File: src/rtl/line_mem_controller_pkg.sv
// line_mem_controller_pkg
//   Shared types and constants for the cache-line transfer responder.
//   - LMCState_t : controller FSM states
//   - LMCReq_t   : request latched at acceptance {we, sramAddr, extAddr, id}
//   - LMC_SRAM_AW / LMC_EXT_AW / LMC_DATA_W : address and data widths
//   - lmc_word_addr() : SRAM word address of word idx inside a line (wraps mod 2^10)
package line_mem_controller_pkg;

  localparam int LMC_SRAM_AW  = 10;
  localparam int LMC_EXT_AW   = 30;
  localparam int LMC_DATA_W   = 32;
  // Widest cache ID the latched request can carry; the top truncates to its own ID width.
  localparam int LMC_ID_MAX_W = 8;

  typedef enum logic [1:0] {
    IDLE    = 2'd0,
    CMD     = 2'd1,
    XFER_RD = 2'd2,
    XFER_WR = 2'd3
  } LMCState_t;

  typedef struct packed {
    logic                    we;
    logic [LMC_SRAM_AW-1:0]  sramAddr;
    logic [LMC_EXT_AW-1:0]   extAddr;
    logic [LMC_ID_MAX_W-1:0] id;
  } LMCReq_t;

  function automatic logic [LMC_SRAM_AW-1:0] lmc_word_addr(
    input logic [LMC_SRAM_AW-1:0] base,
    input logic [LMC_SRAM_AW-1:0] idx
  );
    return base + idx;
  endfunction

endpackage

File: src/rtl/line_mem_controller_skid_fifo.sv
// lmc_skid_fifo
//   Two-entry 32-bit FIFO buffering SRAM read data in front of the external
//   write-data channel. Push is ignored when full, pop when empty.
// Ports:
//   clk, rst (async, active-low)
//   push / push_data : enqueue one word
//   pop              : dequeue the head word
//   head             : current head word (valid when !empty)
//   empty / full     : occupancy flags
module lmc_skid_fifo
  import line_mem_controller_pkg::*;
(
  input  logic                  clk,
  input  logic                  rst,
  input  logic                  push,
  input  logic [LMC_DATA_W-1:0] push_data,
  input  logic                  pop,
  output logic [LMC_DATA_W-1:0] head,
  output logic                  empty,
  output logic                  full
);

  logic [LMC_DATA_W-1:0] mem [2];
  logic                  wr_ptr;
  logic                  rd_ptr;
  logic [1:0]            count;
  logic                  do_push;
  logic                  do_pop;

  assign do_push = push & ~full;
  assign do_pop  = pop & ~empty;

  always_ff @(posedge clk or negedge rst) begin
    if (!rst) begin
      wr_ptr <= 1'b0;
      rd_ptr <= 1'b0;
      count  <= 2'd0;
    end else begin
      if (do_push) wr_ptr <= ~wr_ptr;
      if (do_pop)  rd_ptr <= ~rd_ptr;
      count <= count + {1'b0, do_push} - {1'b0, do_pop};
    end
  end

  // Storage needs no reset: count gates visibility of every entry.
  always_ff @(posedge clk) begin
    if (do_push) mem[wr_ptr] <= push_data;
  end

  assign head  = mem[rd_ptr];
  assign empty = (count == 2'd0);
  assign full  = (count == 2'd2);

endmodule

File: src/rtl/line_mem_controller.sv
// line_mem_controller
//   Responder that accepts single-cycle line requests from NUM_CACHES cache
//   controllers and moves one LINE_WORDS-word line between external memory
//   and the cache SRAM (load: ext -> SRAM, evict: SRAM -> ext).
//   Build option: define LMC_RR_ARB_EN for round-robin arbitration; otherwise
//   fixed priority with the lowest requesting index winning.
// Ports:
//   clk, rst (async, active-low)
//   IN_ce/IN_we/IN_sramAddr/IN_extAddr : per-cache request (ce is a 1-cycle strobe)
//   OUT_busy, OUT_cacheID, OUT_progress : transfer status for the requesters
//   OUT_CACHE_ce/we/addr/data, IN_CACHE_data : SRAM port (read data 1 cycle after strobe)
//   OUT_EXT_cmdValid/IN_EXT_cmdReady/OUT_EXT_write/OUT_EXT_addr : ext command
//   OUT_EXT_wValid/OUT_EXT_wData/IN_EXT_wReady : ext write data
//   IN_EXT_rValid/IN_EXT_rData : ext read data (no backpressure)
//   OUT_dbgState : current FSM state
// Handshake: a transfer on a valid/ready channel happens on a rising clk edge
//   where valid and ready are both 1; once valid rises, payload is held stable
//   and valid stays 1 until that edge. rValid has no ready and is taken as-is.
module line_mem_controller
  import line_mem_controller_pkg::*;
#(
  parameter int  NUM_CACHES = 2,
  parameter int  LINE_WORDS = 64,
  localparam int ID_W       = (NUM_CACHES > 1) ? $clog2(NUM_CACHES) : 1
) (
  input  logic                                   clk,
  input  logic                                   rst,
  input  logic [NUM_CACHES-1:0]                  IN_ce,
  input  logic [NUM_CACHES-1:0]                  IN_we,
  input  logic [NUM_CACHES-1:0][LMC_SRAM_AW-1:0] IN_sramAddr,
  input  logic [NUM_CACHES-1:0][LMC_EXT_AW-1:0]  IN_extAddr,
  output logic                                   OUT_busy,
  output logic [ID_W-1:0]                        OUT_cacheID,
  output logic [LMC_SRAM_AW-1:0]                 OUT_progress,
  output logic                                   OUT_CACHE_ce,
  output logic                                   OUT_CACHE_we,
  output logic [LMC_SRAM_AW-1:0]                 OUT_CACHE_addr,
  output logic [LMC_DATA_W-1:0]                  OUT_CACHE_data,
  input  logic [LMC_DATA_W-1:0]                  IN_CACHE_data,
  output logic                                   OUT_EXT_cmdValid,
  input  logic                                   IN_EXT_cmdReady,
  output logic                                   OUT_EXT_write,
  output logic [LMC_EXT_AW-1:0]                  OUT_EXT_addr,
  output logic                                   OUT_EXT_wValid,
  output logic [LMC_DATA_W-1:0]                  OUT_EXT_wData,
  input  logic                                   IN_EXT_wReady,
  input  logic                                   IN_EXT_rValid,
  input  logic [LMC_DATA_W-1:0]                  IN_EXT_rData,
  output LMCState_t                              OUT_dbgState
);

  localparam logic [LMC_SRAM_AW-1:0] LINE_CNT = LMC_SRAM_AW'(LINE_WORDS);
  localparam logic [LMC_SRAM_AW-1:0] LAST_IDX = LMC_SRAM_AW'(LINE_WORDS - 1);

  LMCState_t              state;
  LMCReq_t                req;
  logic [LMC_SRAM_AW-1:0] rd_cnt;      // SRAM reads issued in the current evict
  logic                   rd_pending;  // read strobe last cycle: IN_CACHE_data valid now

  logic                   grant_valid;
  logic [ID_W-1:0]        grant_id;
  logic [NUM_CACHES-1:0]  ce_rot;
  int                     win;

  logic                   fifo_push;
  logic                   fifo_pop;
  logic                   fifo_empty;
  logic                   fifo_full;
  logic [LMC_DATA_W-1:0]  fifo_head;
  logic [2:0]             occupancy;
  logic                   issue_rd;

  // ---------------------------------------------------------------- arbiter
  // Requests are rotated so that bit 0 of ce_rot is the highest-priority
  // requester; the winner index is rotated back afterwards.
`ifdef LMC_RR_ARB_EN
  logic [ID_W-1:0]         rr_ptr;
  logic [2*NUM_CACHES-1:0] ce_dbl;

  assign ce_dbl = {IN_ce, IN_ce} >> rr_ptr;
  assign ce_rot = ce_dbl[NUM_CACHES-1:0];

  // Pointer names the index after the last winner; moves only on acceptance.
  always_ff @(posedge clk or negedge rst) begin
    if (!rst) begin
      rr_ptr <= '0;
    end else if (state == IDLE && grant_valid) begin
      rr_ptr <= (grant_id == ID_W'(NUM_CACHES - 1)) ? '0 : grant_id + 1'b1;
    end
  end
`else
  assign ce_rot = IN_ce;
`endif

  always_comb begin
    grant_valid = 1'b0;
    grant_id    = '0;
    win         = 0;
    // Descending scan: the lowest rotated index assigns last and wins.
    for (int i = NUM_CACHES - 1; i >= 0; i--) begin
      if (ce_rot[i]) begin
`ifdef LMC_RR_ARB_EN
        win = int'(rr_ptr) + i;
        if (win >= NUM_CACHES) win = win - NUM_CACHES;
`else
        win = i;
`endif
        grant_valid = 1'b1;
        grant_id    = ID_W'(win);
      end
    end
  end

  // ------------------------------------------------------------ evict path
  // Words in flight: buffered in the FIFO, strobe on the SRAM port now, or
  // data arriving on IN_CACHE_data now. A new read is issued only while this
  // stays below 2, so the FIFO can never overflow.
  assign occupancy = {1'b0, fifo_full, ~fifo_full & ~fifo_empty}
                   + {2'b00, OUT_CACHE_ce & ~OUT_CACHE_we}
                   + {2'b00, rd_pending};
  assign issue_rd  = (state == XFER_WR) && (rd_cnt != LINE_CNT) && (occupancy < 3'd2);
  assign fifo_push = rd_pending;
  assign fifo_pop  = OUT_EXT_wValid & IN_EXT_wReady;

  lmc_skid_fifo u_skid_fifo (
    .clk       (clk),
    .rst       (rst),
    .push      (fifo_push),
    .push_data (IN_CACHE_data),
    .pop       (fifo_pop),
    .head      (fifo_head),
    .empty     (fifo_empty),
    .full      (fifo_full)
  );

  assign OUT_EXT_wValid = ~fifo_empty;
  assign OUT_EXT_wData  = fifo_head;

  // Command payload comes straight from the latched request, so it is
  // inherently stable for the whole CMD state.
  assign OUT_EXT_addr  = req.extAddr;
  assign OUT_EXT_write = req.we;
  assign OUT_cacheID   = ID_W'(req.id);
  assign OUT_dbgState  = state;

  // ------------------------------------------------------------------- FSM
  always_ff @(posedge clk or negedge rst) begin
    if (!rst) begin
      state            <= IDLE;
      req              <= '0;
      rd_cnt           <= '0;
      rd_pending       <= 1'b0;
      OUT_busy         <= 1'b0;
      OUT_progress     <= '0;
      OUT_CACHE_ce     <= 1'b0;
      OUT_CACHE_we     <= 1'b0;
      OUT_CACHE_addr   <= '0;
      OUT_CACHE_data   <= '0;
      OUT_EXT_cmdValid <= 1'b0;
    end else begin
      OUT_CACHE_ce <= 1'b0;
      OUT_CACHE_we <= 1'b0;
      rd_pending   <= OUT_CACHE_ce & ~OUT_CACHE_we;

      case (state)
        IDLE: begin
          if (grant_valid) begin
            req.we           <= IN_we[grant_id];
            req.sramAddr     <= IN_sramAddr[grant_id];
            req.extAddr      <= IN_extAddr[grant_id];
            req.id           <= LMC_ID_MAX_W'(grant_id);
            OUT_progress     <= '0;
            OUT_busy         <= 1'b1;
            OUT_EXT_cmdValid <= 1'b1;
            rd_cnt           <= '0;
            state            <= CMD;
          end
        end

        CMD: begin
          // rValid beats seen here precede command acceptance and are ignored.
          if (IN_EXT_cmdReady) begin
            OUT_EXT_cmdValid <= 1'b0;
            state            <= req.we ? XFER_WR : XFER_RD;
          end
        end

        XFER_RD: begin
          // progress == LINE_CNT means the final write strobe is on the port
          // this cycle; leave so busy drops on the following cycle.
          if (OUT_progress == LINE_CNT) begin
            OUT_busy <= 1'b0;
            state    <= IDLE;
          end else if (IN_EXT_rValid) begin
            OUT_CACHE_ce   <= 1'b1;
            OUT_CACHE_we   <= 1'b1;
            OUT_CACHE_addr <= lmc_word_addr(req.sramAddr, OUT_progress);
            OUT_CACHE_data <= IN_EXT_rData;
            OUT_progress   <= OUT_progress + 1'b1;
          end
        end

        XFER_WR: begin
          if (issue_rd) begin
            OUT_CACHE_ce   <= 1'b1;
            OUT_CACHE_addr <= lmc_word_addr(req.sramAddr, rd_cnt);
            rd_cnt         <= rd_cnt + 1'b1;
          end
          if (fifo_pop) begin
            OUT_progress <= OUT_progress + 1'b1;
            if (OUT_progress == LAST_IDX) begin
              OUT_busy <= 1'b0;
              state    <= IDLE;
            end
          end
        end

        default: state <= IDLE;
      endcase
    end
  end

endmodule
File: config.mk
export PLATFORM = sky130hd
export DESIGN_NAME = line_mem_controller
export DESIGN_NICKNAME = d
export VERILOG_FILES = /design/src/rtl/line_mem_controller_pkg.sv /design/src/rtl/line_mem_controller_skid_fifo.sv /design/src/rtl/line_mem_controller.sv
export SDC_FILE = /design/constraint.sdc
export NUM_CORES = 1
export LEC_CHECK = 0
export ABC_CLOCK_PERIOD_IN_PS = 4100
export BUFFER_PORTS_ARGS = -buffer_cell sky130_fd_sc_hd__buf_2
export CORE_ASPECT_RATIO = 1.2
export CORE_MARGIN = 10
export CORE_UTILIZATION = 45
export DETAILED_ROUTE_END_ITERATION = 10
export HOLD_SLACK_MARGIN = 0.03
export PLACE_DENSITY = 0.74
export SLEW_MARGIN = 20
export SYNTH_ARGS = -nofsm -noshare
export SYNTH_HDL_FRONTEND = slang
export SYNTH_SLANG_ARGS = --single-unit
File: constraint.sdc
create_clock -name clk -period 4.1 [get_ports clk]
set_clock_uncertainty 0.2 [all_clocks]
set_input_delay 0.41 -clock clk [delete_from_list [all_inputs] [get_ports clk]]
set_output_delay 0.41 -clock clk [all_outputs]
set_load 0.01 [all_outputs]
# Yosys cells after proc, flatten, opt, wreduce, memory -nomap -nowiden
# Memories as Yosys holds them, arrays and structs flattened.
# Index checks and enable logic that the tools add are counted.
# word_totals
n_memories	1
mem_bits_rw	64
input_bits	153
wordCells	111
reg_bits	115
# mem_list
memory	words	width	rd	rd_ports_with_merged_regs	write_ports	line	source
u_skid_fifo.mem	2	32	1	0	1	line_mem_controller_skid_fifo.sv:23	logic [LMC_DATA_W-1:0] mem [2];
# classes
add_sub_neg	8
eq_ne	15
n_lt_le_gt_ge	2
reduce_logical	16
bitwise_logic	11
n_mux	41
# op_table
op	count
10-bit 2-to-1 mux	10
30-bit 2-to-1 mux	2
10-bit case mux with 2 select lines	2
10-bit case mux with 3 select lines	1
10-bit by 1-bit adder with 10-bit output, second input constant	2
10-bit adder	2
1-bit 2-to-1 mux	17
5-bit AND reduction	3
2-bit inequality test, second input constant	6
10-bit by 6-bit equality test with 1-bit output, second input constant	1
10-bit by 7-bit equality test with 1-bit output, second input constant	1
2-bit 2-to-1 mux	5
10-bit by 7-bit inequality test with 1-bit output, second input constant	1
3-bit AND reduction	3
2-bit case mux with 4 select lines	1
2-bit equality test, second input constant	3
1-bit inverter	6
2-bit nonzero test	3
1-bit AND	5
2-bit logical NOT	2
2-bit by 1-bit inequality test with 1-bit output, second input constant	2
1-bit case mux with 2 select lines	2
4-bit AND reduction	1
2-bit by 1-bit adder with 3-bit output	1
10 further kinds	11

# Longest topological paths before layout
# logic_depth
depth_word	9
depth_mapped	12
mapped_depth_nobuf	10

# Modules after synthesis
# A second synthesis with hierarchy kept.
# unflattened
hier_cells	724
hier_area_um2	8354.3
# modules_own_cells
mod	seq_area_each_um2	area_per_inst_um2	n_inst	cells_per_inst
line_mem_controller	2777.7	5691.7	1	606
lmc_skid_fifo	2021.9	2662.6	1	118

# Worst setup path before layout
# OpenSTA, ideal clock, no wires.
# synth_timing
path_kind	register to register
startpoint	register state[1], in the netlist OUT_dbgState[1]
endpoint	register OUT_CACHE_addr[8]
n_path_buf	2
period_less_slack_ns	3.220
t_arrival_ns	2.895
path_slack_ns	0.880
path_stages_with_launch	12
setup_ns	0.125
cell_sequence	dfrtp_1 > buf_4 > nand2_1 > clkbuf_1 > o21ai_0 > ha_1 > fa_1 > a21o_1 > a41o_1 > o41ai_1 > xnor2_1 > mux2_4
# synth_between
elab_chain_len	5
word_cells_on_any_way	10
classes_between	eq/ne: 5; mux: 1; reduce/logical: 4
# synth_rtl
element	line	source
from (decl)	line_mem_controller.sv:55	LMCState_t state;
from (signal assigned)	line_mem_controller.sv:184	state <= req.we ? XFER_WR : XFER_RD;
2-bit equality test	line_mem_controller.sv:121, line_mem_controller.sv:165	
1-bit logical AND (2 in a row)	line_mem_controller.sv:121	assign issue_rd = (state == XFER_WR) && (rd_cnt != LINE_CNT) && (occupancy < 3'd2);
2-bit inequality test (no source line)	-	
4-bit AND reduction (no source line)	-	
to (signal assigned)	line_mem_controller.sv:197	OUT_CACHE_addr <= lmc_word_addr(req.sramAddr, OUT_progress);
to (signal assigned)	line_mem_controller.sv:206	OUT_CACHE_addr <= lmc_word_addr(req.sramAddr, rd_cnt);
to (decl)	line_mem_controller.sv:37	output logic [LMC_SRAM_AW-1:0] OUT_CACHE_addr,
# Several ways; a longest one is shown, not always the timed one.
# A chain may end at the register's enable or synchronous reset.

# Final worst setup path
# layout_timing
startpoint	register state[0], in the netlist OUT_dbgState[0]
endpoint	register OUT_CACHE_addr[8]
# The elaborated chain is that of the path after synthesis.

==> summary.txt <==
Status
  – Outcome: completed

Detailed routing
  – Avg WL per Cell: 18.5 um
  – Router iterations before antenna repair: 5
  – # DRC: 0
  – Routed wire length: 22200 um
  – Starting DRT DRC Count: 278
  – Vias post-DR: 6046
  – DR vias/cell: 5.03
  – Detail Route Antenna Nets: 0

Yosys
  – Distinct cells, synth: 50
  – Simple-gate share of the synthesized area: 7.93%
  – Synth Net Count: 826
  – Mux share of post-synthesis cell area: 16.0%
  – Asr flop ratio synth: 64.2%
  – Post-Syn Area per Cell: 12.5 um^2
  – Mapped Cells: 656
  – Synth Register Bits: 179
  – Post-synthesis sequential area ratio: 58.5%
  – Post-Synth Adder-Cell Area: 2.68%
  – Synth Area in XOR/XNOR: 1.81%
  – Prevailing post-synth register cell: dfrtp_1
  – Post-synth EDFFs: 64
  – Post-Syn Area: 8200 um^2
  – Ys Warns: 0
  – Compound-gate portion of the synthesized area: 8.11%
  – Largest family of logic cells by synthesized area: multiplexers

Clocking
  – # resized after CTS: 0
  – Postcts setup bufs: 0
  – Clk_lat worst skew: 0.42 ns
  – Clock Sinks: 179
  – TritonCTS clock tree: built
  – CTS root buffer: clkbuf_16
  – H-tree depth: 4
  – Max clock buf depth: 2
  – CTS Buf Count: 17
  – CTS hold repair buffers: 65
  – Clock slew at reported path FFs: 0.07 ns

Setup path
  – CP Capture Type: register
  – Peak fanout along the critical path: 13
  – Kind of critical path: register to register
  – Worst EP required: 4.21 ns
  – Register-to-Register Setup Slack: 0.62 ns
  – Critical R2R Launch: OUT_dbgState[0]
  – Crit path launch type: register
  – CP arrival: 3.58 ns
  – Worst R2R Path Depth: 10
  – Critical R2R Capture: OUT_CACHE_addr[8]

GRT
  – Largest net degree at the start of global routing: 62
  – Overall routing resource usage: 18.2%
  – First-pass GRT wire length: 34700 um
  – Number of global-route vias before repair: 6448
  – Initial antenna violation count: 2
  – Total grt overflow: 0

Hold path
  – Hold Startpoint: IN_ce[0]
  – Hold Path Class: primary input to register
  – WHS Path Cells: 2
  – Worst Hold End: OUT_cacheID

Timing
  – Relative slew margins: 38.9%
  – Least-Margin Pin Slew: 0.917 ns
  – Final Cycle Share: 84.8%
  – # setup viols final: 0
  – Unrepaired setup endpoints after global routing: no
  – FMAX: 288 MHz
  – Final Hold Fails: 0
  – Worst setup margin: 0.624 ns
  – Final worst path period need: 3.48 ns
  – Final Max Tran Viols: 0
  – Setup TNS: 0 ns

Placed design
  – Final GP Congestion: 0.819
  – DP Area: 9600 um^2
  – Pre-CTS WS: 0.633 ns
  – Estimated wirelength of the detail-placed design: 16000 um
  – I/O Buffers: 275

Layout
  – Commonest non-fill, non-tap cell in the layout: buf_2
  – Fraction of layout cells with a size suffix above 1: 41.7%
  – Area grow syn2layout: 31.7%
  – Final Cell Area: 10800 um^2
  – Net count reported at finish: 1134
  – Leading cell types in the layout, fill and taps excluded: buf_2 (274), dfrtp_1 (115), nand2_1 (77)

Floorplan
  – Core area: 18000 um^2
  – Die width: 143 um
  – Die height: 168 um
  – I/O Pins: 276
  – # rows: 54
  – Initial core utilization: 45.5%
  – Die ar.: 24100 um^2

Power
  – Power density over cell area: 658 nW/um^2
  – Worst VDD drop: 0.301 mV
  – Leak: 0.00496 uW

Flow run
  – Max-cap viol count: 0
-- layer usage --
layer	GRT usage [%]	wire length (um)	vias to the layer above
met5	0	0	-
met4	5.29	436	0
met3	6.47	1800	26
met2	29.7	10700	267
met1	22.3	9260	2830
li1	-	-	2923
-- logic make-up (layout without fill, tap and decap cells) --
kind of cell               count (synthesis)  count (layout)
AOI/OAI and AO/OA                        107             107
xor gates and xnor gates                  17              17
adders and majority gates                 17              17
buffers and inverters                     72             393
DFF                                      179             179
muxes                                    121             121
other                                      0               2
and+or+nand+nor                          143             143
-- state kept, by name (all words and copies together), names as in the netlist --
signal	flops
OUT_cacheID	1
u_skid_fifo.wr_ptr	1
OUT_busy	1
OUT_CACHE_data	32
OUT_EXT_addr	30
fifo_push	1
OUT_progress	10
u_skid_fifo.mem	64
OUT_CACHE_we	1
OUT_CACHE_ce	1
OUT_dbgState	2
u_skid_fifo.rd_ptr	1
req	10
OUT_EXT_write	1
OUT_EXT_cmdValid	1
OUT_CACHE_addr	10
rd_cnt	10
u_skid_fifo.count	2
-- critical path, cell delays in order (launching register included) --
cell	delay, ns
dfrtp_1	0.60
nand2_1	0.41
nand2_1	0.16
o21ai_0	0.12
ha_1	0.25
fa_1	0.41
a21o_1	0.21
a41o_1	0.25
o41ai_1	0.39
xnor2_1	0.11
mux2_4	0.26
-- where the power goes --
group | total, uW | internal [uW] | switching [uW] | leakage, uW
Sequential | 2860 | 2500 | 354 | 0.00201
Combinational | 2800 | 1240 | 1560 | 0.00271
Clock | 1450 | 778 | 677 | 0.000236
Total | 7110 | 4520 | 2590 | 0.00496
-- metrics by stage --
step           utilization, %  total power, uW  hold WS [ns]  std cells
2_1_floorplan               -             4740       -0.0856        656
3_3_place_gp             53.2             5570         0.256       1103
3_5_place_dp             53.2             5660         0.266       1103
4_1_cts                  59.7             7190        0.0483       1200
5_1_grt                  59.9             7590        0.0855       1203
6_report                 59.9             7110        0.0686       1203
-- worst max path at each step --
stage	depth (start not counted)	slack, ns	startpoint	end
after floorplan	11	0.88	OUT_dbgState[1]	OUT_CACHE_addr[8]
after global placement	10	0.78	OUT_dbgState[0]	OUT_CACHE_addr[8]
after global routing	10	0.50	OUT_dbgState[0]	OUT_CACHE_addr[8]
after CTS	10	0.67	OUT_dbgState[0]	OUT_CACHE_addr[8]
final	10	0.62	OUT_dbgState[0]	OUT_CACHE_addr[8]
after detailed placement	10	0.63	OUT_dbgState[0]	OUT_CACHE_addr[8]
-- layout make-up --
class	count	area [um^2]
Clock buffer	21	440
Inverter	11	41.3
Clock inverter	11	82.6
Fill cell	1482	7240
Tap cell	224	280
Sequential cell	179	4800
Multi-Input combinational cell	405	3020
Antenna cell	2	5.00
Timing Repair Buffer	350	2130
-- cells in the mapped netlist (2+ instances only) --
| cell type | number | area [um^2] |
|---|---|---|
| o31a_1 | 2 | 17.5 |
| buf_2 | 5 | 25.0 |
| nor2b_1 | 4 | 25.0 |
| o31ai_1 | 2 | 15.0 |
| or2_2 | 6 | 37.5 |
| mux2i_1 | 44 | 440 |
| nor2_1 | 19 | 71.3 |
| a22o_1 | 8 | 70.1 |
| mux2_4 | 2 | 30.0 |
| xnor2_1 | 8 | 70.1 |
| a21o_1 | 6 | 45.0 |
| clkbuf_1 | 22 | 82.6 |
| o21ai_0 | 59 | 295 |
| xor2_1 | 9 | 78.8 |
| buf_4 | 32 | 240 |
| nand3_1 | 10 | 50.1 |
| and3_1 | 4 | 25.0 |
| nand2_1 | 77 | 289 |
| nand2b_1 | 2 | 12.5 |
| mux2_2 | 75 | 845 |
| inv_1 | 10 | 37.5 |
| dfrtp_1 | 115 | 2880 |
| or3_1 | 3 | 18.8 |
| a41o_1 | 2 | 20.0 |
| ha_1 | 16 | 200 |
| edfxtp_1 | 64 | 1920 |
| nor3_1 | 6 | 30.0 |
| nand4_1 | 4 | 25.0 |
| a21oi_1 | 12 | 60.1 |
| o21ai_1 | 8 | 40.0 |
Power figures use the tool's default switching activity.
